<file path="src/rtl/audio_serializer_if.sv">
// Sample handshake between the audio_output stage (master) and the serializer FIFO (slave).
interface audio_serializer_if;
    logic [31:0] audio;
    logic        audio_valid;
    logic        audio_ready;

    modport master (
        output audio,
        output audio_valid,
        input  audio_ready
    );

    modport slave (
        input  audio,
        input  audio_valid,
        output audio_ready
    );
endinterface

</file>
<file path="src/rtl/audio_serializer.sv">
// Mono PCM sample FIFO feeding a 64-bit-frame I2S transmitter (sample duplicated in both slots).
// Define AUDIO_SERIALIZER_UNDERRUN_CNT_EN to add the saturating underrun_count output.
module audio_serializer #(
    parameter int CLKDIV     = 2,
    parameter int FIFO_DEPTH = 4
) (
    input  logic              clock,
    input  logic              reset_n,
    audio_serializer_if.slave aud,
    input  logic              enable,
    output logic              i2s_bclk,
    output logic              i2s_lrck,
    output logic              i2s_sdata,
`ifdef AUDIO_SERIALIZER_UNDERRUN_CNT_EN
    output logic [15:0]       underrun_count,
`endif
    output logic              underrun
);
    localparam int PTR_W = $clog2(FIFO_DEPTH);
    localparam int CNT_W = PTR_W + 1;
    localparam logic [7:0]       DIV_MAX = 8'(CLKDIV - 1);
    localparam logic [CNT_W-1:0] FULL    = CNT_W'(FIFO_DEPTH);
    localparam logic [CNT_W-1:0] MIN_RUN = CNT_W'(2);

    typedef enum logic [1:0] {ST_IDLE, ST_RUN, ST_DRAIN} state_t;

    logic [31:0]      fifo_mem [FIFO_DEPTH];
    state_t           state_q;
    logic [PTR_W-1:0] wr_ptr_q;
    logic [PTR_W-1:0] rd_ptr_q;
    logic [CNT_W-1:0] count_q;
    logic [CNT_W-1:0] count_d;
    logic             ready_en_q;
    logic [7:0]       div_q;
    logic [5:0]       bit_q;
    logic [5:0]       bit_d;
    logic [31:0]      frame_q;
    logic             bclk_q;
    logic             lrck_q;
    logic             sdata_q;
    logic             sdata_d;
    logic             underrun_q;
`ifdef AUDIO_SERIALIZER_UNDERRUN_CNT_EN
    logic [15:0]      ur_cnt_q;
`endif

    logic push;
    logic pop;
    logic bclk_tick;
    logic bclk_fall;
    logic frame_wrap;
    logic frame_start;

    // ready_en_q keeps ready low during reset even though the empty count would allow a push
    assign aud.audio_ready = ready_en_q && (count_q != FULL);
    assign push            = aud.audio_valid && aud.audio_ready;

    assign bclk_tick   = (state_q != ST_IDLE) && (div_q == DIV_MAX);
    assign bclk_fall   = bclk_tick && bclk_q;
    assign frame_wrap  = bclk_fall && (bit_q == 6'd63);
    assign frame_start = ((state_q == ST_IDLE) && enable && (count_q >= MIN_RUN)) ||
                         ((state_q == ST_RUN) && frame_wrap);
    assign pop         = frame_start && (count_q != '0);
    assign count_d     = count_q + CNT_W'(push) - CNT_W'(pop);
    assign bit_d       = bit_q + 6'd1;
    // The slot being entered carries the frame bit of the slot just left (one-bit delay).
    assign sdata_d     = frame_q[5'd31 - bit_q[4:0]];

    always_ff @(posedge clock) begin
        if (push) begin
            fifo_mem[wr_ptr_q] <= aud.audio;
        end
    end

    always_ff @(posedge clock or negedge reset_n) begin
        if (!reset_n) begin
            state_q    <= ST_IDLE;
            wr_ptr_q   <= '0;
            rd_ptr_q   <= '0;
            count_q    <= '0;
            ready_en_q <= 1'b0;
            div_q      <= '0;
            bit_q      <= '0;
            frame_q    <= '0;
            bclk_q     <= 1'b0;
            lrck_q     <= 1'b1;
            sdata_q    <= 1'b0;
            underrun_q <= 1'b0;
`ifdef AUDIO_SERIALIZER_UNDERRUN_CNT_EN
            ur_cnt_q   <= '0;
`endif
        end else begin
            ready_en_q <= 1'b1;
            count_q    <= count_d;
            underrun_q <= frame_start && !pop;
            if (push) begin
                wr_ptr_q <= wr_ptr_q + PTR_W'(1);
            end
            if (pop) begin
                rd_ptr_q <= rd_ptr_q + PTR_W'(1);
            end
            if (frame_start) begin
                frame_q <= pop ? fifo_mem[rd_ptr_q] : '0;
            end
`ifdef AUDIO_SERIALIZER_UNDERRUN_CNT_EN
            if (frame_start && !pop && (ur_cnt_q != 16'hFFFF)) begin
                ur_cnt_q <= ur_cnt_q + 16'd1;
            end
`endif
            case (state_q)
                ST_IDLE: begin
                    div_q   <= '0;
                    bit_q   <= '0;
                    bclk_q  <= 1'b0;
                    sdata_q <= 1'b0;
                    lrck_q  <= !frame_start;
                    if (frame_start) begin
                        state_q <= ST_RUN;
                    end
                end
                ST_RUN, ST_DRAIN: begin
                    if (bclk_tick) begin
                        div_q  <= '0;
                        bclk_q <= !bclk_q;
                        if (bclk_q) begin
                            bit_q   <= bit_d;
                            lrck_q  <= bit_d[5];
                            sdata_q <= sdata_d;
                        end
                    end else begin
                        div_q <= div_q + 8'd1;
                    end
                    if ((state_q == ST_RUN) && !enable) begin
                        state_q <= ST_DRAIN;
                    end
                    // The last falling edge of a draining frame lands directly on idle levels.
                    if ((state_q == ST_DRAIN) && frame_wrap) begin
                        state_q <= ST_IDLE;
                        lrck_q  <= 1'b1;
                        sdata_q <= 1'b0;
                    end
                end
                default: begin
                    state_q <= ST_IDLE;
                end
            endcase
        end
    end

    assign i2s_bclk  = bclk_q;
    assign i2s_lrck  = lrck_q;
    assign i2s_sdata = sdata_q;
    assign underrun  = underrun_q;
`ifdef AUDIO_SERIALIZER_UNDERRUN_CNT_EN
    assign underrun_count = ur_cnt_q;
`endif
endmodule
</file>
<file path="src/flat_wrapper.sv">
// flat-port wrapper written by rule: the top's interface ports become plain ports
module audio_serializer_flat 
#(
    parameter int CLKDIV     = 2,
    parameter int FIFO_DEPTH = 4
)
  (clock, reset_n, enable, i2s_bclk, i2s_lrck, i2s_sdata, underrun, aud_audio, aud_audio_valid, aud_audio_ready);
  audio_serializer_if aud_i ();
  input  logic clock;
  input  logic reset_n;
  input  logic enable;
  output logic i2s_bclk;
  output logic i2s_lrck;
  output logic i2s_sdata;
  output logic underrun;
  input wire logic [$bits(aud_i.audio)-1:0] aud_audio;
  input wire logic [$bits(aud_i.audio_valid)-1:0] aud_audio_valid;
  output wire logic [$bits(aud_i.audio_ready)-1:0] aud_audio_ready;
  assign aud_i.audio = aud_audio;
  assign aud_i.audio_valid = aud_audio_valid;
  assign aud_audio_ready = aud_i.audio_ready;
  audio_serializer #(.CLKDIV(CLKDIV), .FIFO_DEPTH(FIFO_DEPTH)) u_core (.clock(clock), .reset_n(reset_n), .aud(aud_i), .enable(enable), .i2s_bclk(i2s_bclk), .i2s_lrck(i2s_lrck), .i2s_sdata(i2s_sdata), .underrun(underrun));
endmodule
</file>
<file path="config.mk">
export PLATFORM = sky130hd
export DESIGN_NAME = audio_serializer_flat
export DESIGN_NICKNAME = d
export VERILOG_FILES = /design/src/rtl/audio_serializer_if.sv /design/src/rtl/audio_serializer.sv /design/src/flat_wrapper.sv
export SDC_FILE = /design/constraint.sdc
export NUM_CORES = 1
export LEC_CHECK = 0
export ABC_CLOCK_PERIOD_IN_PS = 4700
export BUFFER_PORTS_ARGS = -buffer_cell sky130_fd_sc_hd__buf_2
export CORE_UTILIZATION = 60
export CTS_CLUSTER_SIZE = 40
export DETAILED_ROUTE_END_ITERATION = 10
export GPL_TIMING_DRIVEN = 0
export PLACE_DENSITY = 0.78
export SYNTH_ARGS = -nofsm -noshare
export SYNTH_HDL_FRONTEND = slang
export SYNTH_SLANG_ARGS = --single-unit
</file>
<file path="constraint.sdc">
create_clock -name clock -period 4.7 [get_ports clock]
set_input_delay 0.705 -clock clock [delete_from_list [all_inputs] [get_ports clock]]
set_output_delay 0.705 -clock clock [all_outputs]
set_load 0.1 [all_outputs]
</file>
==> results of run 1 <==
[cells in the mapped netlist (all sizes together), types with 2 or more instances]
cell type	number
edfxtp	128
and2	2
nor4	2
clkbuf	15
nand3	11
buf	8
nand2	76
inv	12
nor2	14
and3	6
ha	15
mux2	2
a21oi	3
o21ai	46
xnor2	5
xor2	3
mux2i	4
mux4	40
nor4b	2
dfrtp	59
or4b	2
or2	2
o31ai	5
[how the worst max path moves through the flow]
| stage | slack [ps] | start | cells after the start | end |
|---|---|---|---|---|
| floorplan | 1950 | u_core.i2s_bclk | 9 | u_core.count_q[2] |
| detailed placement | 1560 | u_core.state_q[1] | 12 | u_core.count_q[2] |
| global placement | 1690 | u_core.state_q[0] | 12 | u_core.count_q[2] |
| finish | 1530 | u_core.state_q[1] | 12 | u_core.count_q[2] |
| global route | 1310 | u_core.state_q[1] | 12 | u_core.count_q[2] |
| CTS | 1530 | u_core.state_q[1] | 12 | u_core.count_q[2] |
[state kept, by name (all words and copies together) (netlist names)]
register,count
u_core.i2s_bclk,1
u_core.frame_q,32
u_core.i2s_sdata,1
u_core.underrun,1
u_core.div_q,8
u_core.fifo_mem,128
u_core.i2s_lrck,1
u_core.ready_en_q,1
u_core.count_q,3
u_core.bit_q,6
u_core.state_q,2
u_core.wr_ptr_q,2
u_core.rd_ptr_q,2
[power by group through the flow]
stage	logic [mW]	registers (mW)	clock network [mW]
CTS	1.73	2.25	1.36
global placement	1.66	2.26	0
finish	1.70	2.25	1.34
detailed placement	1.71	2.28	0
global route	1.89	2.29	1.43
floorplan	1.25	2.32	0
[per-stage QoR]
step,power [mW],hold slack [ps],std cells
5_1_grt,5.606,409.4,729
3_3_place_gp,3.921,457.0,697
3_5_place_dp,3.994,468.1,697
2_1_floorplan,3.563,409.4,485
6_report,5.301,335.7,729
4_1_cts,5.339,474.2,729
[cell families (layout without fill, tap and decap cells)]
group | count (synthesis) | in the layout | share of synthesized area (%)
flip-flops | 188 | 188 | 69.33
other | 1 | 1 | 0.04863
XOR/XNOR | 8 | 8 | 0.9087
adder cells (fa/ha/maj) | 16 | 16 | 2.694
multiplexers | 46 | 46 | 12.49
AO/OA/AOI/OAI | 63 | 63 | 4.787
buffers and inverters | 35 | 107 | 1.833
AND/OR/NAND/NOR | 128 | 128 | 7.902
[routing by layer]
metal	part of all wire (%)	global-route usage, %	up-vias
li1	-	-	1945
met1	42	30.32	2137
met2	51	36.97	97
met3	4.2	5.430	25
met4	2.4	10.30	0
met5	0	0	-
[worst reg2reg max path: cells and delay by family (launching register included)]
kind / cells / cell delay [ps]
XOR/XNOR: 1 / 190
flip-flops: 1 / 410
adder cells (fa/ha/maj): 4 / 1140
AO/OA/AOI/OAI: 1 / 430
buffers and inverters: 3 / 500
AND/OR/NAND/NOR: 3 / 430
[final cells by class]
cell class | count | area (um2) | area share (%)
Sequential cell | 188 | 5346 | 61.51
Clock inverter | 15 | 132.6 | 1.526
Inverter | 12 | 45.04 | 0.5182
Timing Repair Buffer | 40 | 202.7 | 2.332
Tap cell | 172 | 215.2 | 2.476
Multi-Input combinational cell | 262 | 2228 | 25.64
Buffer | 23 | 96.34 | 1.108
Clock buffer | 17 | 425.4 | 4.894
==> metrics, run 1 <==
Worst Tran Pin Value ~930 ps; post-route ant nets 0; largest net degree at the start of global routing 61; Slew headroom 37.70%; FF+latch count, synth 188; I/O pin cnt 41; Starting Density approximately three fifths; CP cell instances inv_1, ha_1, nor4_1, and3_1, a32oi_2, buf_2, nor2_1, ha_1, inv_1, ha_1, fa_1, xnor2_1; Initial DRT Pass Iterations 5; via/cell ratio 5.767; fmax 315.7 MHz; TritonCTS clock tree yes; Peak VDD IR about 0.00036 V; Synth-to-Final Area Change 12.72%; Post-synth EDFFs approximately 130; 1st-iter DRT viols 334; setup ws final between 1500 and 2000 ps; sw frac 33.79%; Final setup viols 0; max-slew violations 0; worst hold path type in2async; worst skew pair latency 430 ps; vias in the first global route 4297; CP Launch Type flop; post-cts sizing count 0; residual DRC count 0; Crit path arrival time 3510 ps; Max FO, Critical Path 10; Buf/Inv on CP 3; internal power 3.510 mW; CP endpoint kind flop; Synth Area per Inst 15.90 um2; CTS Hold Bufs 0; Final Cycle Share 67.39%; Die Wd around 120 um; Max-Cap Viols 0; Post-Place Worst Slack 1561 ps; register share of total power around 43%; slowest CP cell a32oi_2; Synth area leader edfxtp_1; Seq/Total Area, Yosys about 70%; outcome complete, no violations; CP Data Required Time between 5000 and 6000 ps; n_diodes 0; static leakage around 3.3 nW; top post-synthesis cells by area edfxtp_1 50%, dfrtp_1 19%, mux4_2 12%; Final #Nets 596; Die Ht 115.4 um; synth warn 0; final hold vios 0; Post-Syn Area 0.007711 mm2; layout cells sized above 1 a little under a quarter; worst reg2reg setup slack approximately 1500 ps; Reg2Reg Capture Point u_core.count_q[2]; CP peak stage delay 430 ps; vias 4204; gr ovfl total 0; CP dominant cell by count ha_1; Power Density 609.9 mW/mm2; H-tree depth 4; total CTS buffers 17; Syn Nets between 500 and 600; most frequent cells in the layout 128 x edfxtp_1, 76 x nand2_1, 59 x dfrtp_1; initial antenna violation count 0; Post-Route WL 13560 um; top cell type's share of synthesized area 49.85%; post-route cell area 0.008692 mm2; Post-synth ARST share around a third; Detailed Place HPWL 8536 um; part of the power in the clock network 25.3%; Final Util 69.16%; num rows 41; fillers 812; first-pass GRT wire length 22150 um; R2R depth 12; Gate power share 32.2%; WL per Instance 18.60 um; port bufs 40; NetSw 1.792 mW; Clock Skew 6.015 ps; critical path class reg2reg; Sink Count 188; Final TNS setup 0 ps; Post-synth top flop edfxtp_1; placer congestion estimate 0.8178; full die area 0.01331 mm2; crit path time final 3167 ps; Post-DP Area approximately 0.0081 mm2; Post-Synthesis Cells approximately 490; Root Buffer clkbuf_16; crit-path leading delay family adder cells; core area 0.01257 mm2; Cell variety after synth 53; unrepaired setup endpoints after global routing false; GRT Util Overall 23.01%; Longest Clk Path Bufs 2; Worst-path clk slew 70 ps; commonest non-fill, non-tap cell in the layout edfxtp_1; worst reg2reg startpoint u_core.state_q[1]; Setup Buffers After CTS 0
Note: power is estimated with default switching activity, not from simulation.
==> run 2: changes to the inputs <==
- ABC_AREA: not set -> 1
- ABC_CLOCK_PERIOD_IN_PS: 4700 -> 2900
- CORE_UTILIZATION: 60 -> 55
- PLACE_DENSITY: 0.78 -> 0.76
- clock period: 4.7 -> 2.9 ns (I/O delays scaled with it)
==> metrics, run 2 <==
Root Buffer clkbuf_16; CP Data Required Time about 3200 ps; most flop-heavy register u_core.fifo_mem; outcome complete, no violations; H-tree depth 4; Worst Tran Pin Value 752.0 ps; largest net degree at the start of global routing 61; initial antenna violation count 1; Post-synth top flop edfxtp_1; 1st-iter DRT viols 540; Final setup viols 0; synth warn 0; Slew headroom around half; Detailed Place HPWL 10840 um; gr busiest metal met2; total CTS buffers 17; Syn Nets roughly 730; worst hold path type in2async; CP cell instances inv_1, ha_1, nor2_1, nand2_1, nor2_4, nand4_4, nand2_2, nand2_4, buf_6, inv_1, ha_1, inv_1, ha_1, fa_1, xnor2_1; placer congestion estimate ~0.83; biggest regs u_core.fifo_mem: 128 flops, u_core.frame_q: 32 flops, u_core.div_q: 8 flops; port bufs 40; GRT met3 Usage ~6.3%; Clock Skew between 10 and 15 ps; Final TNS setup 0 ps; most frequent cells in the layout 172 x nand2_1, 128 x edfxtp_1, 73 x nand3_1; static leakage 3.616 nW; Post-Place Worst Slack 6.232 ps; Seq/Total Area, Yosys 66.63%; first-pass GRT wire length 27680 um; Hold WS 54.58 ps; gr ovfl total 0; critical path class reg2reg; Max FO, Critical Path 10; Synth-to-Final Area Change 14.36%; FF+latch count, synth 188; TritonCTS clock tree yes; Sink Count 188; Total Power 9.521 mW; Post-Route WL about 17000 um; Longest Clk Path Bufs 2; GRT Util Overall 24.94%; Crit path arrival time 3070 ps; Post-Syn Area approximately 0.0080 mm2; Die Ht ~120 um; full die area 0.01508 mm2; fillers between 1000 and 1500; WL per Instance 18.33 um; Worst-path clk slew roughly 70 ps; Starting Density between 50% and 60%; Post-synth EDFFs 128; Largest register FFs 128; vias in the first global route 5604; via/cell ratio 5.841; core area 0.01404 mm2; CP endpoint kind flop; num rows 43; synth cell count leaders 172 x nand2_1, 128 x edfxtp_1, 74 x nand3_1, 59 x dfrtp_1, 39 x a21oi_1; slowest CP cell dfrtp_1; Max-Cap Viols 0; top post-synthesis cells by area edfxtp_1 48%, dfrtp_1 18%, nand2_1 8.0%; post-route ant nets 0; Die Wd 122.8 um; met2 Resource Use GR 41.82%; top-count cell post-synth nand2_1; final hold vios 0; Final #Nets 800; worst skew pair latency 450 ps; setup ws final 152.5 ps; residual DRC count 0; I/O pin cnt 41; vias ~5500; crit path time final 2747 ps; CP Launch Type flop; Initial DRT Pass Iterations 7; Post-Synthesis Cells about 680; commonest non-fill, non-tap cell in the layout nand2_1; max-slew violations 0; Synth area leader edfxtp_1; unrepaired setup endpoints after global routing false; top cell type's share of synthesized area 47.90%; Synth Area per Inst 11.77 um2; Post-synth ARST share 31.91%; Buf/Inv on CP 4; Power Density 1038 mW/mm2; Peak VDD IR 0.0006457 V; Cell variety after synth 37; CTS Hold Bufs 0; Final Cycle Share 94.74%; CP peak stage delay just over 400 ps; GR Util met1 a little under a third; crit-path leading delay family adder cells; fmax between 300 and 400 MHz; layout cells sized above 1 a little under a fifth
[run 2: cell type report]
cell class,instances,area [um2],area share (%)
Antenna cell,1,2.502,0.02727
Buffer,37,190.2,2.073
Clock buffer,18,429.2,4.677
Clock inverter,14,148.9,1.623
Inverter,36,135.1,1.473
Multi-Input combinational cell,421,2394,26.08
Sequential cell,188,5346,58.26
Tap cell,180,225.2,2.454
Timing Repair Buffer,47,305.3,3.327
[run 2: what timing repair did]
action                     in CTS  in global routing
setup buffers                   1                  2
setup endpoints to repair       2                  2
gates resized for setup         0                  1
[run 2: cells by family (layout without fill, tap and decap cells)]
| logic type | after synthesis | in the layout | synth area share [%] |
|---|---|---|---|
| flip-flops | 188 | 188 | 66.63 |
| other | 1 | 2 | 0.04674 |
| AND/OR/NAND/NOR | 281 | 281 | 15.20 |
| buffers and inverters | 73 | 152 | 4.054 |
| AO/OA/AOI/OAI | 117 | 117 | 10.82 |
| adder cells (fa/ha/maj) | 16 | 16 | 2.589 |
| XOR/XNOR | 6 | 6 | 0.6550 |
[run 2: worst paths after layout]
path	cells after the start	start	slack, ps	end
max in group asynchronous	1	reset_n	2340	u_core.rd_ptr_q[1]
min in group clock	1	aud_audio[7]	200	u_core.fifo_mem[0][7]
min	1	reset_n	50	u_core.ready_en_q
min reg2reg	2	u_core.i2s_lrck	470	u_core.i2s_lrck
max reg2reg	15	u_core.state_q[1]	150	u_core.count_q[2]
max	15	u_core.state_q[1]	150	u_core.count_q[2]
[run 2: power by group]
| part | switching (mW) | total [mW] | internal [mW] |
|---|---|---|---|
| sequential | 0.245 | 3.66 | 3.41 |
| combinational | 2.40 | 3.60 | 1.20 |
| clock | 1.11 | 2.26 | 1.15 |
[run 2: layer usage]
metal	wire (um)	vias up
met1	7152	2724
met3	1048	28
met5	0	-
met4	314	0
li1	-	2562
met2	8753	188
[run 2: per-stage QoR]
step,std cells,util (%),area [um2]
6_report,942,65.35,9176
4_1_cts,939,65.17,9151
3_3_place_gp,902,60.29,8466
2_1_floorplan,682,-,8040
3_5_place_dp,906,61.00,8566
5_1_grt,941,65.33,9174
